**src/rtl/stim_pkg.sv**
```systemverilog
// Shared types, constants and the Galois LFSR step used by the stim_gen stimulus source.
package stim_pkg;

    localparam int unsigned LFSR_WIDTH  = 32;
    localparam logic [LFSR_WIDTH-1:0] LFSR_POLY = 32'h80200003;
    localparam int unsigned COUNT_WIDTH = 16;

    typedef enum logic [2:0] {
        IDLE,
        DIR0,
        DIR1,
        RAND,
        FLUSH,
        DONE
    } stim_state_t;

    // Right-shifting Galois form: feedback taps are applied when the bit shifted out is 1.
    function automatic logic [LFSR_WIDTH-1:0] lfsr_next(input logic [LFSR_WIDTH-1:0] v);
        return v[0] ? ((v >> 1) ^ LFSR_POLY) : (v >> 1);
    endfunction

endpackage

```
**src/rtl/stim_gen_lfsr32.sv**
```systemverilog
// 32-bit Galois LFSR; load (or reset) takes the seed, step advances one position.
module lfsr32
    import stim_pkg::*;
(
    input  logic                  clk,
    input  logic                  reset,
    input  logic                  load,
    input  logic                  step,
    input  logic [LFSR_WIDTH-1:0] seed,
    output logic [LFSR_WIDTH-1:0] value
);

    always_ff @(posedge clk) begin
        if (reset || load) begin
            value <= seed;
        end else if (step) begin
            value <= lfsr_next(value);
        end
    end

endmodule

```
**src/rtl/stim_gen.sv**
```systemverilog
// Stimulus source: all-ones, all-zeros, then LFSR vectors, with a LATENCY-deep expected-value pipe.
// Optional feature macro: STIM_ERR_INJECT_EN (corrupts exp_data bit 0 of vector INJECT_IDX).
module stim_gen
    import stim_pkg::*;
#(
    parameter int unsigned DATA_WIDTH = 1,
    parameter int unsigned NUM_RANDOM = 10,
    parameter int unsigned LATENCY    = 1,
    parameter logic [31:0] LFSR_SEED  = 32'hACE12345,
    parameter int unsigned INJECT_IDX = 5
) (
    input  logic                   clk,
    input  logic                   reset,
    input  logic                   start,
    input  logic                   stall,
    output logic [DATA_WIDTH-1:0]  stim_data,
    output logic                   stim_valid,
    output logic                   exp_valid,
    output logic [DATA_WIDTH-1:0]  exp_data,
    output logic                   busy,
    output logic                   done,
    output logic [COUNT_WIDTH-1:0] vec_count
);

    localparam logic [COUNT_WIDTH-1:0] RAND_LAST  = COUNT_WIDTH'(NUM_RANDOM - 1);
    localparam logic [31:0]            FLUSH_LAST = 32'(LATENCY - 1);

    stim_state_t            state;
    logic [COUNT_WIDTH-1:0] rand_cnt;
    logic [31:0]            flush_cnt;
    logic [LFSR_WIDTH-1:0]  lfsr_value;
    logic                   issuing;
    logic                   start_ok;
    logic [DATA_WIDTH-1:0]  pipe_in_data;
    logic                   unused_cfg;

    always_comb begin
        issuing  = (state == DIR0 || state == DIR1 || state == RAND) && !stall;
        start_ok = (state == IDLE || state == DONE) && start;
    end

    lfsr32 u_lfsr (
        .clk   (clk),
        .reset (reset),
        .load  (start_ok),
        .step  (issuing && state == RAND),
        .seed  (LFSR_SEED),
        .value (lfsr_value)
    );

    always_ff @(posedge clk) begin
        if (reset) begin
            state      <= IDLE;
            stim_valid <= 1'b0;
            stim_data  <= '0;
            busy       <= 1'b0;
            done       <= 1'b0;
            vec_count  <= '0;
            rand_cnt   <= '0;
            flush_cnt  <= '0;
        end else begin
            stim_valid <= issuing;
            if (issuing && vec_count != '1) begin
                vec_count <= vec_count + 1'b1;
            end
            case (state)
                IDLE, DONE: begin
                    if (start) begin
                        state     <= DIR0;
                        busy      <= 1'b1;
                        done      <= 1'b0;
                        vec_count <= '0;
                    end
                end
                DIR0: begin
                    if (!stall) begin
                        stim_data <= '1;
                        state     <= DIR1;
                    end
                end
                DIR1: begin
                    if (!stall) begin
                        stim_data <= '0;
                        rand_cnt  <= '0;
                        state     <= RAND;
                    end
                end
                RAND: begin
                    if (!stall) begin
                        stim_data <= lfsr_value[DATA_WIDTH-1:0];
                        if (rand_cnt == RAND_LAST) begin
                            flush_cnt <= '0;
                            state     <= FLUSH;
                        end else begin
                            rand_cnt <= rand_cnt + 1'b1;
                        end
                    end
                end
                FLUSH: begin
                    // Counts the cycles the last vector needs to drain through the exp pipe.
                    if (flush_cnt == FLUSH_LAST) begin
                        busy  <= 1'b0;
                        done  <= 1'b1;
                        state <= DONE;
                    end else begin
                        flush_cnt <= flush_cnt + 1'b1;
                    end
                end
                default: state <= IDLE;
            endcase
        end
    end

`ifdef STIM_ERR_INJECT_EN
    logic stim_inject;

    // vec_count still holds the index of the vector being issued on this edge.
    always_ff @(posedge clk) begin
        if (reset) begin
            stim_inject <= 1'b0;
        end else begin
            stim_inject <= issuing && (32'(vec_count) == 32'(INJECT_IDX));
        end
    end

    assign pipe_in_data = stim_data ^ DATA_WIDTH'(stim_inject);
    assign unused_cfg   = ^lfsr_value;
`else
    assign pipe_in_data = stim_data;
    assign unused_cfg   = ^{lfsr_value, INJECT_IDX};
`endif

    logic                  exp_v_pipe [LATENCY];
    logic [DATA_WIDTH-1:0] exp_d_pipe [LATENCY];

    always_ff @(posedge clk) begin
        if (reset) begin
            for (int unsigned i = 0; i < LATENCY; i++) begin
                exp_v_pipe[i] <= 1'b0;
                exp_d_pipe[i] <= '0;
            end
        end else begin
            exp_v_pipe[0] <= stim_valid;
            exp_d_pipe[0] <= pipe_in_data;
            for (int unsigned i = 1; i < LATENCY; i++) begin
                exp_v_pipe[i] <= exp_v_pipe[i-1];
                exp_d_pipe[i] <= exp_d_pipe[i-1];
            end
        end
    end

    assign exp_valid = exp_v_pipe[LATENCY-1];
    assign exp_data  = exp_d_pipe[LATENCY-1];

endmodule
```
**config.mk**
```make
export PLATFORM = sky130hd
export DESIGN_NAME = stim_gen
export DESIGN_NICKNAME = d
export VERILOG_FILES = /design/src/rtl/stim_pkg.sv /design/src/rtl/stim_gen_lfsr32.sv /design/src/rtl/stim_gen.sv
export SDC_FILE = /design/constraint.sdc
export NUM_CORES = 1
export LEC_CHECK = 0
export CAP_MARGIN = 20
export CORE_ASPECT_RATIO = 1.2
export CORE_MARGIN = 4
export CORE_UTILIZATION = 54
export CTS_CLUSTER_SIZE = 12
export DETAILED_ROUTE_END_ITERATION = 8
export PLACE_DENSITY = 0.76
export SKIP_CTS_REPAIR_TIMING = 1
export SKIP_LAST_GASP = 1
export SYNTH_ARGS = -nofsm -noshare
export SYNTH_HDL_FRONTEND = slang
export SYNTH_HIERARCHICAL = 1
export SYNTH_SLANG_ARGS = --single-unit
```
**constraint.sdc**
```tcl
create_clock -name clk -period 2.1 [get_ports clk]
set_input_delay 0.315 -clock clk [delete_from_list [all_inputs] [get_ports clk]]
set_output_delay 0.315 -clock clk [all_outputs]
set_load 0.01 [all_outputs]
```
==> results <==
- The number of enable flip-flop cells after synthesis is 32.
- The post-detailed-route count of antenna-violating nets is 0.
- The HPWL after detailed placement is 8.08 mm.
- Compared with the post-synthesis result, the final layout area differs by 21.9%.
- After detailed routing, the total wire length is about 12 mm.
- The worst setup path is of the reg2reg kind.
- The startpoint of the worst-slack reg-to-reg timing path is flush_cnt[1].
- The number of global-route vias before repair is between 4000 and 5000.
- The number of antenna diodes in the final layout is 0.
- The total count of hold-check failures in the final report is 0.
- In the final layout, the share of cells above drive strength 1 is 0.205.
- Setup violations remaining at the end of the flow were counted as 0.
- In the layout the commonest cells are 66 x dfxtp_1, 48 x buf_4, 43 x nor2_1.
- After detailed routing, the number of remaining DRC violations is 0.
- The region available for standard cell placement spans roughly 0.0095 mm^2.
- Dividing the final minimum period by the clock period gives 0.978.
- Walking the worst path, the cells encountered are ha_4 > inv_1 > or4_4 > buf_6 > or3_4 > o211ai_1 > nand3_1.
- The clock drives ~110 sinks.
- The count of port buffers added during placement is 25.
- The clock-pin transition on the worst setup and hold timing paths is about 0.070 ns.
- The number of buffers and inverters on the critical path is 2.
- The cell at the root of the clock tree is clkbuf_16.
- The library cell used most frequently in the layout, excluding fill and tap cells, is dfxtp_1.
- Data on the critical path is required at its endpoint by approximately 2.3 ns.
- The smallest clock period supported by the final layout is computed as between 2 and 2.5 ns.
- The synthesized netlist occupies a cell area of approximately 0.0053 mm^2.
- STA classifies the critical path endpoint as a flop.
- The later-pin clock latency in the skew report is around 0.34 ns.
- The worst ir drop on vdd is 0.349 mV.
- The capture endpoint of the worst hold path is exp_v_pipe[0].
- Measured along the x axis, the die boundary spans between 90 and 100 um.
- During synthesis, Yosys emitted a total of 6 warnings.
- The setup check on the worst reg-to-reg path leaves a slack of 0.05 ns.
- Max-cap violations in this run came to 0.
- The area after detailed placement is 0.00605 mm^2.
- A synthesized cell averages approximately 9.7 um^2.
- TritonCTS built the clock tree.
- The CTS buffer count is 9.
- The initial utilization of the core area, before any placement, comes to 0.552.
- Global routing finished with a remaining overflow of 0.
- The element type at the critical path start is a flop.
- Hold timing on the final database bottoms out at a slack of about 0.49 ns.
- Overall power consumption after layout is estimated at 0.00433 W.
- The family with the most delay on the worst path is simple AND/OR/NAND/NOR gates.
- After routing the design area is 0.00640 mm^2.
- The floorplan die height is 116 um.
- The first detailed-routing pass took 5 iterations.
- Synthesis produced ~540 cells.
- The relative max-transition margin is 0.645.
- 26 I/O pins were placed.
- Along the worst path, the maximum fanout reaches 11.
- The leakage power summed over all cells is around 2.3 nW.
- The number of cells on the worst reg-to-reg path is 7.
- The clock tree synthesis step divided the H-tree into 3 levels.
- Across every metal layer, demand over resource in global routing totals 0.214.
- The post-route clock skew is around 0.0052 ns.
- Counting flops and latches in the post-synthesis netlist gives between 100 and 150.
- The number of instances on the worst hold path is 1.
- The floorplan has 39 rows.
- The detailed-route via count is 4438.
- The first global-routing pass estimated just over 20 mm of wire.
- The endpoint identified for the worst register-to-register timing path is flush_cnt[28].
- The number of antenna violations at the first check in global routing was 0.
- The run finished with clean final reports.
- The power per standard cell area is between 600 and 700 mW/mm^2.
- The average via count per standard cell is approximately 5.9.
- Leaving out filler cells and counting taps, the final layout contains approximately 760.
- The deepest clock path buffer count is 2.
- In the final routed layout, each cell accounts on average for around 15 um.
- The count of fill cells added during filler insertion is approximately 740.
- Setup repair after global routing could not meet its margin everywhere.
- Entering global routing, the biggest net connects 33 pins.
- Counting flops with an async set or reset pin after synthesis yields a share of 0.
- For this run, the top clock speed supported by timing is about 490 MHz.
- The largest incremental delay on the critical path is 0.54 ns.
- The floorplan step defined a die boundary enclosing around 0.011 mm^2.
- The worst hold path begins at stim_valid.
- The cell count after placement is about 740.
- Synthesis instantiated 64 different standard cells from the library.
- The number of max-slew violations in the final report is 0.
- For this block, the initial DRC count from the detailed router was ~360.
- For the worst setup path, the data arrival time is ~2.3 ns.
- The slew at the pin closest to its max-slew limit is roughly 0.52 ns.
- The standard cell with the maximum stage delay on the critical path is or4_4.
- The path class of the tightest hold or removal check is reg2reg.
- The share of synthesized area occupied by flip-flops and latches is 0.461.
- Among all flip-flop cells after synthesis, the most frequent one is dfxtp_1.
- The final-layout setup total negative slack is 0 ns.
- Routability-driven placement finished with a final weighted congestion of roughly 0.87.
- The number of nets in the layout is 639.
-- final cells by class --
cell class,count,area (um^2),share of cell area
Multi-Input combinational cell,416,2770,0.432
Inverter,21,78.8,0.0123
Clock inverter,6,60.1,0.00938
Sequential cell,105,2430,0.380
Clock buffer,10,230,0.0360
Tap cell,123,154,0.0240
Timing Repair Buffer,77,682,0.106
-- routing by layer --
metal	track usage	vias to the layer above	wire length, um
met5	0	-	0
met4	0.0923	0	269
met3	0.0271	26	388
met2	0.362	117	5890
met1	0.277	2123	5190
li1	-	2172	-
-- metrics by stage --
stage                util  worst slack [ns]
finish              0.673            0.0468
global placement    0.636            0.0391
floorplan               -            0.0128
global route        0.673           -0.0522
CTS                 0.667           -0.0594
detailed placement  0.636          0.000676
-- sequential cells by signal, summed over array words and instances, names as in the netlist --
register	cells
flush_cnt	32
u_lfsr/value	32
rand_cnt	16
vec_count	16
state	3
busy	1
done	1
exp_d_pipe	1
exp_v_pipe	1
stim_data	1
stim_valid	1
-- power breakdown --
group	internal, W	switching, W	total (W)
combinational	0.000208	0.000207	0.000415
clock	0.000923	0.000724	0.00165
sequential	0.00222	0.0000494	0.00227
-- cell usage after synthesis (all sizes together), types with 2 or more instances --
library cell  count  share of area
a2111oi           2         0.0033
a21boi            2         0.0029
a21oi            16          0.015
a22oi             3         0.0043
a2bb2oi           3         0.0050
a31o              2         0.0033
a31oi            27          0.032
a41oi             3         0.0050
and2              3         0.0036
and3             10          0.012
and4             12          0.020
buf               5         0.0045
clkbuf           24          0.023
conb              2         0.0014
dfxtp            73           0.28
edfxtp           32           0.18
ha                5          0.012
inv              21          0.015
mux2             34          0.074
mux2i             3         0.0057
nand2            38          0.027
nand2b            7         0.0083
nand3            22          0.021
nand4            17          0.023
nand4b            3         0.0050
nor2             45          0.034
nor2b             3         0.0036
nor3             11          0.010
nor3b             3         0.0043
nor4             15          0.019
nor4b             4         0.0067
o211ai           11          0.016
o21a              6         0.0086
o21ai            13          0.012
o31ai             2         0.0029
or2               4         0.0048
or3               4         0.0050
or3b              2         0.0033
or4               7          0.011
xnor2            14          0.023
xor2             14          0.023
-- cells by family (layout without fill, tap and decap cells) --
family	Yosys count	after routing	synth area share
buf+inv	50	114	0.0424
other cells	2	32	0.00143
flops	105	105	0.461
mux	37	37	0.0800
fa+ha+maj	6	6	0.0138
xor+xnor	28	28	0.0467
simple gates	210	210	0.222
compound gates	103	103	0.132
-- worst max path at each step --
stage	from	end	slack, ns	cells after the start
2_1_floorplan	flush_cnt[0]	flush_cnt[24]	0.01	6
3_3_place_gp	flush_cnt[0]	flush_cnt[30]	0.04	7
3_5_place_dp	flush_cnt[0]	flush_cnt[28]	0.0007	7
4_1_cts	flush_cnt[1]	flush_cnt[28]	-0.06	7
5_1_grt	flush_cnt[4]	flush_cnt[24]	-0.05	5
6_report	flush_cnt[1]	flush_cnt[28]	0.05	7
No activity file was read; power rests on OpenSTA's default activity.
